--- src/rtl/vga_fb_fetch_pkg.sv ---
// vga_pkg: fetch FSM states, framebuffer word geometry and the frame-length helper.
// Also supplies a default line/frame length width when `VGA_VB_WIDTH is not set by the build.
`ifndef VGA_VB_WIDTH
`define VGA_VB_WIDTH 12
`endif
package vga_pkg;
  typedef enum logic [1:0] {IDLE, FETCH, DONE, FLUSH} fetch_state_e;
  localparam int VGA_FB_WORD_BYTES   = 8;
  localparam int VGA_FB_PIX_PER_WORD = 4;
  localparam int VB_W  = `VGA_VB_WIDTH;
  localparam int CNT_W = 2 * VB_W;
  // Words per frame, rounding a partial final word up.
  function automatic logic [CNT_W-1:0] fb_nwords(input logic [VB_W-1:0] h, input logic [VB_W-1:0] v);
    logic [CNT_W:0] pix;
    pix = (CNT_W+1)'(h) * (CNT_W+1)'(v) + (CNT_W+1)'(VGA_FB_PIX_PER_WORD - 1);
    return CNT_W'(pix / (CNT_W+1)'(VGA_FB_PIX_PER_WORD));
  endfunction
endpackage

--- src/rtl/vga_fb_fetch_if.sv ---
// vga_fb_fetch_if: memory read port plus pixel stream between the fetch controller and its neighbours.
//   master (fetch side): drives mem_req/mem_addr/pixel_valid/pixel_data, sees mem_gnt/mem_rvalid/mem_rdata/pixel_ready
//   slave  (memory + VGA core side): the mirror image
interface vga_fb_fetch_if #(parameter int ADDR_WIDTH = 32);
  logic                  mem_req;
  logic [ADDR_WIDTH-1:0] mem_addr;
  logic                  mem_gnt;
  logic                  mem_rvalid;
  logic [63:0]           mem_rdata;
  logic                  pixel_valid;
  logic                  pixel_ready;
  logic [63:0]           pixel_data;
  modport master (output mem_req, mem_addr, pixel_valid, pixel_data,
                  input  mem_gnt, mem_rvalid, mem_rdata, pixel_ready);
  modport slave  (input  mem_req, mem_addr, pixel_valid, pixel_data,
                  output mem_gnt, mem_rvalid, mem_rdata, pixel_ready);
endinterface

--- src/rtl/vga_fb_fetch_fifo.sv ---
// vga_fb_fifo: synchronous DEPTH x WIDTH FIFO with flush; head is visible the cycle after a push.
//   clk_i/rst_n_i clock and async active-low reset; push_i/data_i write; pop_i read;
//   flush_i empties it; data_o head word; count_o occupancy; empty_o/full_o status.
module vga_fb_fifo #(
  parameter int DEPTH = 16,
  parameter int WIDTH = 64
) (
  input  logic                       clk_i,
  input  logic                       rst_n_i,
  input  logic                       push_i,
  input  logic [WIDTH-1:0]           data_i,
  input  logic                       pop_i,
  input  logic                       flush_i,
  output logic [WIDTH-1:0]           data_o,
  output logic [$clog2(DEPTH+1)-1:0] count_o,
  output logic                       empty_o,
  output logic                       full_o
);
  localparam int PW = $clog2(DEPTH);
  localparam int CW = $clog2(DEPTH + 1);
  logic [WIDTH-1:0] mem_q [DEPTH];
  logic [PW-1:0]    wr_q, wr_d, rd_q, rd_d;
  logic [CW-1:0]    cnt_q, cnt_d;
  logic             do_push, do_pop;
  assign empty_o = cnt_q == '0;
  assign full_o  = cnt_q == CW'(DEPTH);
  assign count_o = cnt_q;
  assign data_o  = mem_q[rd_q];
  always_comb begin
    do_push = push_i && !flush_i;
    do_pop  = pop_i && !empty_o && !flush_i;
    wr_d    = flush_i ? '0 : wr_q + PW'(do_push);
    rd_d    = flush_i ? '0 : rd_q + PW'(do_pop);
    cnt_d   = flush_i ? '0 : cnt_q + CW'(do_push) - CW'(do_pop);
  end
  always_ff @(posedge clk_i or negedge rst_n_i) begin
    if (!rst_n_i) begin
      wr_q  <= '0;
      rd_q  <= '0;
      cnt_q <= '0;
    end else begin
      wr_q  <= wr_d;
      rd_q  <= rd_d;
      cnt_q <= cnt_d;
    end
  end
  always_ff @(posedge clk_i) begin
    if (do_push) mem_q[wr_q] <= data_i;
  end
endmodule

--- src/rtl/vga_fb_fetch.sv ---
// vga_fb_fetch: framebuffer fetch controller; reads 64-bit pixel words from memory into a FIFO for the VGA core.
//   clk_i, rst_n_i (async active-low); en_i enable; test_i test-pattern mode (no fetching);
//   base_addr_i frame base; hvlen_i/vvlen_i visible size; vend_i frame-end pulse;
//   bus (vga_fb_fetch_if.master) memory read port + pixel stream; underflow_o sticky underflow; busy_o not idle.
//   Define VGA_FB_DBLBUF_EN to add base_addr1_i and buf_sel_o (double-buffered frame base).
module vga_fb_fetch
  import vga_pkg::*;
#(
  parameter int FIFO_DEPTH = 16,
  parameter int MAX_OUTST  = 4,
  parameter int ADDR_WIDTH = 32
) (
  input  logic                     clk_i,
  input  logic                     rst_n_i,
  input  logic                     en_i,
  input  logic                     test_i,
  input  logic [ADDR_WIDTH-1:0]    base_addr_i,
`ifdef VGA_FB_DBLBUF_EN
  input  logic [ADDR_WIDTH-1:0]    base_addr1_i,
  output logic                     buf_sel_o,
`endif
  input  logic [`VGA_VB_WIDTH-1:0] hvlen_i,
  input  logic [`VGA_VB_WIDTH-1:0] vvlen_i,
  input  logic                     vend_i,
  vga_fb_fetch_if.master           bus,
  output logic                     underflow_o,
  output logic                     busy_o
);
  localparam int OW = $clog2(MAX_OUTST + 1);
  localparam int FW = $clog2(FIFO_DEPTH + 1);
  fetch_state_e          state_q, state_d;
  logic [ADDR_WIDTH-1:0] addr_q, addr_d, base;
  logic [CNT_W-1:0]      nwords_q, nwords_d, req_cnt_q, req_cnt_d;
  logic [OW-1:0]         outst_q, outst_d;
  logic                  underflow_q, underflow_d;
  logic [FW-1:0]         fifo_cnt;
  logic [63:0]           fifo_head;
  logic                  fifo_empty, fifo_full;
  logic                  credit, req, fire, push, pop, flush, pix_valid, stop, go, load, drained;
`ifdef VGA_FB_DBLBUF_EN
  logic buf_sel_q, buf_sel_d;
  assign buf_sel_d = buf_sel_q ^ (vend_i && en_i);
  assign buf_sel_o = buf_sel_q;
  assign base      = buf_sel_q ? base_addr1_i : base_addr_i;
`else
  assign base = base_addr_i;
`endif
  always_comb begin
    // In-flight reads already own FIFO slots, so a request is only raised when its data is sure to fit.
    credit    = 32'(fifo_cnt) + 32'(outst_q) < 32'(FIFO_DEPTH);
    req       = state_q == FETCH && req_cnt_q < nwords_q && credit && outst_q < OW'(MAX_OUTST);
    fire      = req && bus.mem_gnt;
    push      = bus.mem_rvalid && (state_q == FETCH || state_q == DONE);
    flush     = state_q == FLUSH;
    pix_valid = !fifo_empty && !flush;
    pop       = pix_valid && bus.pixel_ready;
    stop      = vend_i || !en_i || test_i;
    go        = en_i && !test_i;
    drained   = state_q == FLUSH && outst_q == '0;
    load      = go && (state_q == IDLE || drained);
    state_d   = load ? FETCH :
                drained ? IDLE :
                ((state_q == FETCH || state_q == DONE) && stop) ? FLUSH :
                (state_q == FETCH && req_cnt_q == nwords_q) ? DONE : state_q;
    addr_d      = load ? base & ~ADDR_WIDTH'(VGA_FB_WORD_BYTES - 1) :
                  fire ? addr_q + ADDR_WIDTH'(VGA_FB_WORD_BYTES) : addr_q;
    nwords_d    = load ? fb_nwords(hvlen_i, vvlen_i) : nwords_q;
    req_cnt_d   = load ? '0 : req_cnt_q + CNT_W'(fire);
    // Reads granted on the way into FLUSH still return, so outst keeps tracking in every state.
    outst_d     = outst_q + OW'(fire) - OW'(bus.mem_rvalid);
    underflow_d = en_i && (underflow_q || (state_q == FETCH && bus.pixel_ready && fifo_empty));
  end
  always_ff @(posedge clk_i or negedge rst_n_i) begin
    if (!rst_n_i) begin
      state_q     <= IDLE;
      addr_q      <= '0;
      nwords_q    <= '0;
      req_cnt_q   <= '0;
      outst_q     <= '0;
      underflow_q <= 1'b0;
`ifdef VGA_FB_DBLBUF_EN
      buf_sel_q   <= 1'b0;
`endif
    end else begin
      state_q     <= state_d;
      addr_q      <= addr_d;
      nwords_q    <= nwords_d;
      req_cnt_q   <= req_cnt_d;
      outst_q     <= outst_d;
      underflow_q <= underflow_d;
`ifdef VGA_FB_DBLBUF_EN
      buf_sel_q   <= buf_sel_d;
`endif
    end
  end
  always_ff @(posedge clk_i) begin
    if (rst_n_i) assert (!(push && fifo_full && !pop));
  end
  vga_fb_fifo #(.DEPTH(FIFO_DEPTH), .WIDTH(64)) u_fifo (
    .clk_i   (clk_i),
    .rst_n_i (rst_n_i),
    .push_i  (push),
    .data_i  (bus.mem_rdata),
    .pop_i   (pop),
    .flush_i (flush),
    .data_o  (fifo_head),
    .count_o (fifo_cnt),
    .empty_o (fifo_empty),
    .full_o  (fifo_full)
  );
  assign bus.mem_req     = req;
  assign bus.mem_addr    = addr_q;
  assign bus.pixel_valid = pix_valid;
  assign bus.pixel_data  = pix_valid ? fifo_head : '0;
  assign underflow_o     = underflow_q;
  assign busy_o          = state_q != IDLE;
endmodule

--- src/flat_wrapper.sv ---
// flat-port wrapper written by rule: the top's interface ports become plain ports
module vga_fb_fetch_flat import vga_pkg::*;
#(
  parameter int FIFO_DEPTH = 16,
  parameter int MAX_OUTST  = 4,
  parameter int ADDR_WIDTH = 32
)
  (clk_i, rst_n_i, en_i, test_i, base_addr_i, hvlen_i, vvlen_i, vend_i, underflow_o, busy_o, bus_mem_req, bus_mem_addr, bus_pixel_valid, bus_pixel_data, bus_mem_gnt, bus_mem_rvalid, bus_mem_rdata, bus_pixel_ready);
  vga_fb_fetch_if #(.ADDR_WIDTH(ADDR_WIDTH)) bus_i ();
  input  logic clk_i;
  input  logic rst_n_i;
  input  logic en_i;
  input  logic test_i;
  input  logic [ADDR_WIDTH-1:0] base_addr_i;
  input  logic [`VGA_VB_WIDTH-1:0] hvlen_i;
  input  logic [`VGA_VB_WIDTH-1:0] vvlen_i;
  input  logic vend_i;
  output logic underflow_o;
  output logic busy_o;
  output wire logic [$bits(bus_i.mem_req)-1:0] bus_mem_req;
  output wire logic [$bits(bus_i.mem_addr)-1:0] bus_mem_addr;
  output wire logic [$bits(bus_i.pixel_valid)-1:0] bus_pixel_valid;
  output wire logic [$bits(bus_i.pixel_data)-1:0] bus_pixel_data;
  input wire logic [$bits(bus_i.mem_gnt)-1:0] bus_mem_gnt;
  input wire logic [$bits(bus_i.mem_rvalid)-1:0] bus_mem_rvalid;
  input wire logic [$bits(bus_i.mem_rdata)-1:0] bus_mem_rdata;
  input wire logic [$bits(bus_i.pixel_ready)-1:0] bus_pixel_ready;
  assign bus_mem_req = bus_i.mem_req;
  assign bus_mem_addr = bus_i.mem_addr;
  assign bus_pixel_valid = bus_i.pixel_valid;
  assign bus_pixel_data = bus_i.pixel_data;
  assign bus_i.mem_gnt = bus_mem_gnt;
  assign bus_i.mem_rvalid = bus_mem_rvalid;
  assign bus_i.mem_rdata = bus_mem_rdata;
  assign bus_i.pixel_ready = bus_pixel_ready;
  vga_fb_fetch #(.FIFO_DEPTH(FIFO_DEPTH), .MAX_OUTST(MAX_OUTST), .ADDR_WIDTH(ADDR_WIDTH)) u_core (.clk_i(clk_i), .rst_n_i(rst_n_i), .en_i(en_i), .test_i(test_i), .base_addr_i(base_addr_i), .hvlen_i(hvlen_i), .vvlen_i(vvlen_i), .vend_i(vend_i), .bus(bus_i), .underflow_o(underflow_o), .busy_o(busy_o));
endmodule
--- config.mk ---
export PLATFORM = sky130hd
export DESIGN_NAME = vga_fb_fetch_flat
export DESIGN_NICKNAME = d
export VERILOG_FILES = /design/src/rtl/vga_fb_fetch_pkg.sv /design/src/rtl/vga_fb_fetch_if.sv /design/src/rtl/vga_fb_fetch_fifo.sv /design/src/rtl/vga_fb_fetch.sv /design/src/flat_wrapper.sv
export SDC_FILE = /design/constraint.sdc
export NUM_CORES = 1
export LEC_CHECK = 0
export CORE_UTILIZATION = 35
export DETAILED_ROUTE_END_ITERATION = 6
export PLACE_DENSITY = 0.49
export SLEW_MARGIN = 20
export SYNTH_ARGS = -nofsm -noshare
export SYNTH_HDL_FRONTEND = slang
export SYNTH_SLANG_ARGS = --single-unit
export TNS_END_PERCENT = 10
--- constraint.sdc ---
create_clock -name clk_i -period 18.94 [get_ports clk_i]
set_input_delay 1.894 -clock clk_i [delete_from_list [all_inputs] [get_ports clk_i]]
set_output_delay 1.894 -clock clk_i [all_outputs]
set_load 0.03 [all_outputs]
# --- Yosys cells after proc, flatten, opt, wreduce, memory -nomap -nowiden ---
# Memory sizes are Yosys's and may differ from the RTL's.
# Cells that the tools add are included.
# Widths: inputs -> output; s select.
word_totals:
  register_bits: 98
  mem_bits_rw: 1024
  input_bits: 128
  output_inout_bits: 100
  mem_count: 1
mem_list:
  columns: ["name", "depth", "width", "rd", "rd_clocked_by_memory_dff", "write_ports", "line_no", "text"]
  rows:
  - ["u_core.u_fifo.mem_q", 16, 64, 1, 0, 1, "vga_fb_fetch_fifo.sv:21", "logic [WIDTH-1:0] mem_q [DEPTH];"]
classes:
  add_sub_neg: 10
  multipliers: 1
  n_lt_le_gt_ge: 3
  n_eq_ne: 4
  muxes: 13
  n_reduce_logical: 33
op_table:
  columns: ["operator", "count"]
  rows:
  - ["$mux 32", 2]
  - ["$mux 64", 1]
  - ["$add 32x4->32 const B", 1]
  - ["$lt 32x5->1 const B", 1]
  - ["$add 24x2->25 const B", 1]
  - ["$add 24x1->24", 1]
  - ["$eq 24x23->1", 1]
  - ["$lt 24x23->1", 1]
  - ["$mul 12x12->24", 1]
  - ["$mux 24", 1]
  - ["$logic_and 1x1->1", 18]
  - ["$add 4x1->4", 2]
  - ["$mux 2", 4]
  - ["$mux 4", 2]
  - ["$add 5x3->6", 1]
  - ["$add 5x1->5", 1]
  - ["$logic_not 5->1", 1]
  - ["$logic_or 1x1->1", 5]
  - ["$mux 5", 1]
  - ["$sub 5x1->5", 1]
  - ["$eq 2x2->1 const B", 2]
  - ["$logic_not 1->1", 4]
  - ["$reduce_bool 2->1", 2]
  - ["$reduce_bool 4->1", 1]
  - ["other kinds (7)", 8]

# --- Longest topological paths before layout ---
# Gate-level depths: netlist (run 1).
depth:
  word_depth: 8
  depth_mapped: 21
  ltp_nobuf: 20

# --- By module ---
# From an unflattened synthesis (run 1), not the netlist that was laid out.
hier_totals:
  hier_cells: 2884
  area_unflattened_um2: 49337.3
modules_own_cells:
  columns: ["module", "n_inst", "cells_per_inst", "area_per_inst_um2", "seq_area_each_um2"]
  rows:
  - ["vga_fb_fifo", 1, 1650, 39046.2, 31074.8]
  - ["vga_fb_fetch", 1, 1234, 10291.1, 2052.0]

# --- Least setup slack after synthesis (run 1) ---
# No wires, ideal clock.
synth_timing:
  kind: "input-to-reg"
  from: "input port bus_mem_rvalid"
  to: "memory u_core.u_fifo.mem_q[0][0], enable pin"
  arrival_time_ps: 7038
  required_ps: 18375
  setup_slack_ps: 11337
  cell_stages: 5
  n_path_buf: 1
  path_cell_list: "nand2_1 or2_2 clkbuf_1 or3_1 nor3_1"
synth_between:
  elab_chain_cells: 4
synth_lines:
  columns: ["element", "line_no", "text"]
  rows:
  - ["start, declared", "flat_wrapper.sv:25", "input wire logic [$bits(bus_i.mem_rvalid)-1:0] bus_mem_rvalid;"]
  - ["$logic_and 1x1->1", "vga_fb_fetch.sv:53", "push = bus.mem_rvalid && (state_q == FETCH || state_q == DONE);"]
  - ["$logic_and 1x1->1", "vga_fb_fetch_fifo.sv:30", "do_push = push_i && !flush_i;"]
  - ["$mux 1", "vga_fb_fetch_fifo.sv:48", "if (do_push) mem_q[wr_q] <= data_i;"]
  - ["$mux 1 (not written as such)", "vga_fb_fetch_fifo.sv:48", null]
  - ["end, declared", "vga_fb_fetch_fifo.sv:21", null]
# Every way passes these cells.

# --- Worst setup path in the final report (run 1) ---
layout_timing:
  from: "register u_core.u_fifo.rd_q[0]"
  to: "output port bus_pixel_data[37]"
layout_between:
  elab_chain_cells: 2
layout_lines:
  columns: ["element", "line_no", "text"]
  rows:
  - ["start, declared", "vga_fb_fetch_fifo.sv:22", "logic [PW-1:0] wr_q, wr_d, rd_q, rd_d;"]
  - ["start signal, assigned", "vga_fb_fetch_fifo.sv:43", "rd_q <= rd_d;"]
  - ["$mem_v2 16x64", null, null]
  - ["$mux 64", "vga_fb_fetch.sv:114", "assign bus.pixel_data = pix_valid ? fifo_head : '0;"]
  - ["end, declared", "flat_wrapper.sv:23", "output wire logic [$bits(bus_i.pixel_data)-1:0] bus_pixel_data;"]
# Every way passes these cells.

==> results of run 1 <==
-- state kept, by name (all words and copies together) (netlist names) --
name                   count
u_core.u_fifo.wr_q         4
u_core.req_cnt_q          24
u_core.u_fifo.rd_q         4
u_core.outst_q             3
u_core.u_fifo.count_o      5
u_core.bus.mem_addr       29
u_core.state_q             2
u_core.nwords_q           23
u_core.u_fifo.mem_q     1024
u_core.underflow_o         1
-- cell usage after synthesis (8+ instances only) --
cell type / n / area, sq um
nor3_1: 17 / 85.1
and3_1: 15 / 93.8
mux4_2: 320 / 7210
a31o_2: 8 / 70.1
a31oi_1: 8 / 50.1
a21oi_1: 37 / 185
nor2_1: 79 / 297
fa_1: 103 / 2060
ha_1: 112 / 1400
dfrtp_1: 95 / 2380
nand2_1: 182 / 683
edfxtp_1: 1024 / 30700
nor2b_1: 10 / 62.6
nand3_1: 50 / 250
and2_1: 123 / 769
buf_2: 31 / 155
mux2i_1: 11 / 110
clkbuf_1: 88 / 330
or3_1: 8 / 50.1
buf_1: 9 / 33.8
a21o_1: 18 / 135
inv_1: 177 / 664
xor2_1: 28 / 245
o21ai_0: 38 / 190
nand4_1: 18 / 113
xnor2_1: 19 / 166
-- stage by stage --
step | hold WS [ns] | utilization | instances
floorplan | 0.450 | - | 2718
finish | 0.477 | 0.411 | 4937
CTS | 0.487 | 0.411 | 4933
global route | 0.512 | 0.411 | 4935
detailed placement | 0.474 | 0.385 | 4726
global placement | 0.476 | 0.385 | 4726
-- worst max-delay path, stage by stage (launching register included) --
cell and delay, ns:
dfrtp_4 0.94, buf_4 0.85, buf_4 0.80, mux4_2 0.61
mux4_2 0.47, and2_1 0.17, clkdlybuf4s50_1 0.70
-- layer usage --
metal  global-route usage  up-vias
li1                     -    11000
met1                0.235    13700
met3               0.0341      181
met4               0.0402       14
met2                0.278      584
met5                    0        -
-- cells in the final DEF (no fill, tap or decap), drive strengths merged, types with 19 or more instances in the layout --
master	n
edfxtp	1024
mux4	320
clkdlybuf4s50	220
nand2	182
inv	181
clkbuf	142
and2	125
ha	112
fa	103
dfrtp	95
nor2	81
clkinv	51
nand3	50
buf	47
o21ai	40
a21oi	37
xor2	28
xnor2	19
nand4	19
-- how the worst max path moves through the flow --
stage,from,to,slack (ns),depth (start not counted)
after floorplan,bus_mem_rvalid,u_core.u_fifo.mem_q[0][0]$_DFFE_PP_,11.34,5
after global placement,hvlen_i[4],u_core.nwords_q[19]$_DFFE_PN0P_,11.13,18
after detailed placement,hvlen_i[7],u_core.nwords_q[19]$_DFFE_PN0P_,11.13,18
after CTS,u_core.u_fifo.rd_q[0]$_DFF_PN0_,bus_pixel_data[37],11.43,6
after global routing,u_core.u_fifo.rd_q[0]$_DFF_PN0_,bus_pixel_data[37],11.22,6
final,u_core.u_fifo.rd_q[0]$_DFF_PN0_,bus_pixel_data[37],11.73,6
-- cell families after synthesis --
kind of cell,count (synthesis)
simple gates,543
mux,332
fa+ha+maj,215
flops,1119
compound gates,147
other cells,1
buf+inv,312
xor+xnor,47
-- power by group --
| group | leakage, nW | internal [mW] | switching, mW |
|---|---|---|---|
| combinational | 7.10 | 0.857 | 1.04 |
| sequential | 10.4 | 2.78 | 0.0822 |
| clock | 1.75 | 1.22 | 0.936 |
-- layout make-up --
class | instances | area [sq um] | area share
Clock buffer | 142 | 2980 | 0.0520
Tap cell | 1876 | 2350 | 0.0409
Antenna cell | 4 | 10.0 | 0.000175
Timing Repair Buffer | 267 | 2570 | 0.0448
Sequential cell | 1119 | 33100 | 0.578
Clock inverter | 65 | 599 | 0.0105
Inverter | 177 | 664 | 0.0116
Multi-Input combinational cell | 1287 | 15000 | 0.262
==> results.py, run 1 <==
metrics = {
    "setup_path": {
        "reg2reg_slack_ns": 15.02,
        "arrival_ns": 5.32,
        "end_kind": "output port",
        "worstSetupPathType": "flip-flop to output port",
        "r2r-start": "u_core.req_cnt_q[9]$_DFF_PN0_",
        "required_ns": 17.05,
        "reg2reg_depth": 17,
        "crit_path_max_fanout": 45,
        "cp-start-kind": "flip-flop",
        "timing.rr.end": "u_core.req_cnt_q[23]$_DFF_PN0_",
    },
    "final_layout": {
        "final_area_sq_mm": 0.0573,
        "syn_to_final_growth_pct": 16.4,
        "final_nets": 3310,
        "drive_above_1_share": 0.184,
        "fillers": 12500,
    },
    "clock_tree": {
        "postCtsSetupBuffers": 0,
        "clock_path_buffers": 3,
        "cts.clk_slew.worst_paths_ns": 0.06,
        "cts_resized": 0,
        "cts_tree": "built",
        "cts_root_buf": "clkbuf_16",
        "clk_latency_ns": 0.71,
        "cts_max_level": 3,
        "holdBufCountCts": 0,
        "cts_buffers": 115,
        "cts_sinks": 1119,
    },
    "power": {
        "cellPowerDensity_mw_per_mm2": 121,
        "peakVddDrop_uv": 78.5,
        "fin_total_pwr_mw": 6.92,
        "power.static_leakage_nw": 19.2,
    },
    "placed_design": {
        "placed_area_sq_mm": 0.0538,
        "pre_cts_slack_ns": 11.13,
        "io_buffers": 221,
        "place_congestion": 0.797,
        "dp_hpwl_mm": 65.9,
    },
    "timing": {
        "fmax_mhz": 139,
        "fin_ws_ns": 11.73,
        "setup_viol": 0,
        "slew_headroom": 0.320,
        "timing.final.crit_share": 0.381,
        "fin_tns_setup_ns": 0,
        "hold_viol_final": 0,
        "skew_ns": 0.0271,
        "drv_slew": 0,
        "timing.final.crit_period_ns": 7.21,
        "grt_setup_unrepaired": "false",
        "tightest_slew_ns": 1.02,
    },
    "synthesis": {
        "yosys_most_used_dff": "edfxtp_1",
        "synth-simple-area-share": 0.0557,
        "yosysWarnings": 0,
        "synth_compound_area_frac": 0.0192,
        "synth.distinct_cells": 63,
        "synth_top_family_by_area": "multiplexers",
        "synth.avg_cell_area_sq_um": 18.1,
        "synthMuxAreaShare": 0.149,
        "synth_fa_ha_area_frac": 0.0703,
        "yosys_register_bits": 1119,
        "synthArstFlopShare": 0.0849,
        "synth_xor_area_frac": 0.00836,
        "synth_area_sq_mm": 0.0493,
        "synth_cells": 2716,
        "synth_edf_count": 1024,
        "yosysSeqAreaShare": 0.672,
    },
    "floorplan": {
        "core_area_sq_mm": 0.140,
        "num_rows": 137,
        "die_area_sq_mm": 0.142,
        "die_h_microns": 377,
        "io_pins": 228,
        "start_util": 0.353,
        "die_x_microns": 377,
    },
    "flow_run": {
        "cap_violations": 0,
    },
    "min_path": {
        "min-delay-start": "u_core.nwords_q[18]$_DFFE_PN0P_",
        "holdCritPathClass": "flip-flop to flip-flop",
        "whs_endpoint": "u_core.nwords_q[18]$_DFFE_PN0P_",
        "whs_path_depth": 2,
    },
    "routing": {
        "drtPass1Iterations": 5,
        "wl_met3_mm": 6.43,
        "wl_met2_mm": 58.6,
        "routedWlPerCell_microns": 24.4,
        "drc": 0,
        "routed_wl_mm": 120,
        "dr.max_layer_used": "met5",
        "ant_nets": 0,
        "vias_per_cell": 5.16,
        "vias": 25500,
        "wl_met1_mm": 52.8,
        "first_iter_violations": 1961,
    },
    "global_route": {
        "grt_start_max_net_pins": 108,
        "antenna_found_initial": 17,
        "grt_usage": 0.171,
        "grt_pass1_vias": 27000,
        "grt-ovfl-total": 0,
        "grt_pass1_wl_mm": 178,
    },
    "run_status": {
        "status": "complete, no violations",
    },
}
(Power assumes the default switching activity.)
==> run 2: changes to the inputs <==
==> constraint.sdc (replaced) <==
create_clock -name clk_i -period 7.4 [get_ports clk_i]
set_input_delay 0.74 -clock clk_i [delete_from_list [all_inputs] [get_ports clk_i]]
set_output_delay 0.74 -clock clk_i [all_outputs]
set_load 0.03 [all_outputs]
==> run 2 against run 1 <==
Wire length decreased by 0.48%; first-iteration DRC count decreased by 2.3%; global-route usage about the same; setup slack got worse by 10 ns; critical path depth increased by 12; via count about the same; total power increased to 2.6 times the previous value; largest power group unchanged; highest routed layer unchanged; sequential share of layout area decreased by 0.24 points; final area increased by 0.42%; die area unchanged; final cell count increased by 0.32%.
==> results.py, run 2 (synthesized netlist as in run 1, its figures left out) <==
metrics = {
    "clock_tree": {
        "cts_buffers": 116,
        "cts_max_level": 3,
        "cts.clk_slew.worst_paths_ns": 0.06,
        "cts_sinks": 1119,
        "clk_latency_ns": 0.73,
        "cts_root_buf": "clkbuf_16",
        "cts_resized": 0,
        "clock_path_buffers": 3,
        "cts_tree": "built",
    },
    "timing": {
        "tightest_slew_ns": 1.13,
        "fin_tns_setup_ns": 0,
        "hold_viol_final": 0,
        "skew_ns": 0.0459,
        "timing.final.crit_share": 0.818,
        "setup_viol": 0,
        "grt_setup_unrepaired": "false",
        "slew_headroom": 0.242,
        "fmax_mhz": 165,
        "drv_slew": 0,
        "timing.final.crit_period_ns": 6.05,
    },
    "setup_path": {
        "reg2reg_depth": 18,
        "cp-start-kind": "input pin",
        "cp_slowest_cell": "clkdlybuf4s50_1",
        "slowest_delay_ns": 0.82,
        "r2r-start": "u_core.req_cnt_q[9]$_DFF_PN0_",
        "path_cells": "clkdlybuf4s50_1 > nand2_1 > fa_1 > fa_1 > inv_1 > ha_1 > fa_1 > inv_1 > fa_1 > inv_1 > ha_1 > a2111oi_0 > o21ai_0 > a41o_1 > a31oi_1 > o21ai_0 > a31o_2 > o311ai_0",
        "cp_common_cell": "fa_1",
        "reg2reg_slack_ns": 3.47,
        "end_kind": "flip-flop",
        "crit_path_max_fanout": 12,
        "arrival_ns": 6.62,
        "worstSetupPathType": "input pin to flip-flop",
        "required_ns": 7.97,
        "timing.rr.end": "u_core.req_cnt_q[20]$_DFF_PN0_",
    },
    "final_layout": {
        "max_flop_register": "u_core.u_fifo.mem_q",
        "final_common_cell": "edfxtp_1",
        "fillers": 12600,
        "final_nets": 3324,
        "largest_reg_flops": 1024,
        "final_area_sq_mm": 0.0576,
        "syn_to_final_growth_pct": 16.9,
        "antennaDiodeCount": 0,
        "drive_above_1_share": 0.187,
        "most-common-layout-cells": "1024 x edfxtp_1, 320 x mux4_2, 220 x clkdlybuf4s50_1, 182 x nand2_1, 177 x inv_1",
        "final_util": 0.413,
    },
    "power": {
        "cellPowerDensity_mw_per_mm2": 310,
        "power.static_leakage_nw": 19.4,
        "peakVddDrop_uv": 205,
    },
    "placed_design": {
        "placed_area_sq_mm": 0.0538,
        "io_buffers": 221,
        "dp_hpwl_mm": 67.6,
        "place_congestion": 0.807,
    },
    "min_path": {
        "whs_path_depth": 2,
        "whs_endpoint": "u_core.nwords_q[18]$_DFFE_PN0P_",
        "min-delay-start": "u_core.nwords_q[18]$_DFFE_PN0P_",
        "holdCritPathClass": "flip-flop to flip-flop",
    },
    "floorplan": {
        "die_area_sq_mm": 0.142,
        "io_pins": 228,
        "die_h_microns": 377,
        "core_area_sq_mm": 0.140,
        "num_rows": 137,
        "die_x_microns": 377,
        "start_util": 0.353,
    },
    "global_route": {
        "use_met3": 0.0364,
        "grt_pass1_wl_mm": 179,
        "grt_busiest_layer": "met2",
        "grt_start_max_net_pins": 65,
        "grt-ovfl-total": 0,
        "antenna_found_initial": 18,
        "grt_pass1_vias": 27500,
        "grt_usage": 0.170,
        "use_met1": 0.226,
        "met2_usage": 0.287,
    },
    "routing": {
        "vias": 25500,
        "vias_per_cell": 5.14,
        "first_iter_violations": 1916,
        "ant_nets": 0,
        "drtPass1Iterations": 5,
        "routedWlPerCell_microns": 24.2,
        "drc": 0,
        "routed_wl_mm": 120,
    },
    "flow_run": {
        "cap_violations": 0,
    },
    "run_status": {
        "status": "complete, no violations",
    },
}
run 2: repair_timing:
| action | in CTS | in global routing |
|---|---|---|
| hold buffers | 1 | 0 |
| endpoints found under the hold margin | 31 | 0 |
| setup buffers | 0 | 0 |
| setup endpoints to repair | 0 | 0 |
run 2: worst max-delay path by stage:
| stage | startpoint | endpoint | slack (ns) | depth (start not counted) |
|---|---|---|---|---|
| 3_3_place_gp | vvlen_i[8] | u_core.nwords_q[22]$_DFFE_PN0P_ | 0.79 | 19 |
| 5_1_grt | hvlen_i[4] | u_core.nwords_q[19]$_DFFE_PN0P_ | 1.06 | 18 |
| 2_1_floorplan | bus_mem_rvalid | u_core.u_fifo.mem_q[0][0]$_DFFE_PP_ | 0.95 | 5 |
| 3_5_place_dp | vvlen_i[5] | u_core.nwords_q[19]$_DFFE_PN0P_ | 0.71 | 18 |
| 4_1_cts | vvlen_i[5] | u_core.nwords_q[19]$_DFFE_PN0P_ | 1.41 | 18 |
| 6_report | vvlen_i[5] | u_core.nwords_q[19]$_DFFE_PN0P_ | 1.35 | 18 |
run 2: through the flow:
stage | power [mW] | cells | hold slack [ns] | worst slack [ns]
global placement | 12.4 | 4737 | 0.480 | 0.794
finish | 17.8 | 4953 | 0.486 | 1.35
detailed placement | 12.4 | 4737 | 0.479 | 0.711
global route | 18.8 | 4953 | 0.505 | 1.06
floorplan | 10.9 | 2718 | 0.444 | 0.951
CTS | 18.1 | 4952 | 0.478 | 1.41
run 2: where the power goes:
part	leakage (nW)	switching (mW)	internal [mW]
Combinational	7.17	2.66	2.21
Clock	1.79	2.43	3.20
Sequential	10.4	0.212	7.12
run 2: cell type report:
class | count | area (sq um) | share of cell area
Multi-Input combinational cell | 1287 | 15000 | 0.261
Sequential cell | 1119 | 33100 | 0.576
Timing Repair Buffer | 280 | 2700 | 0.0469
Tap cell | 1876 | 2350 | 0.0408
Inverter | 177 | 664 | 0.0115
Clock inverter | 71 | 598 | 0.0104
Clock buffer | 143 | 3100 | 0.0538
run 2: critical path: cells and delay by family:
kind	cells	cell delay, ns
buf+inv	4	0.96
compound gates	7	1.99
fa+ha+maj	6	2.77
simple gates	1	0.16
run 2: layer usage:
layer,wire [microns],vias to the layer above
met1,50800,13600
li1,-,11000
met3,6640,183
met2,59900,619
met4,2200,26
met5,179,-
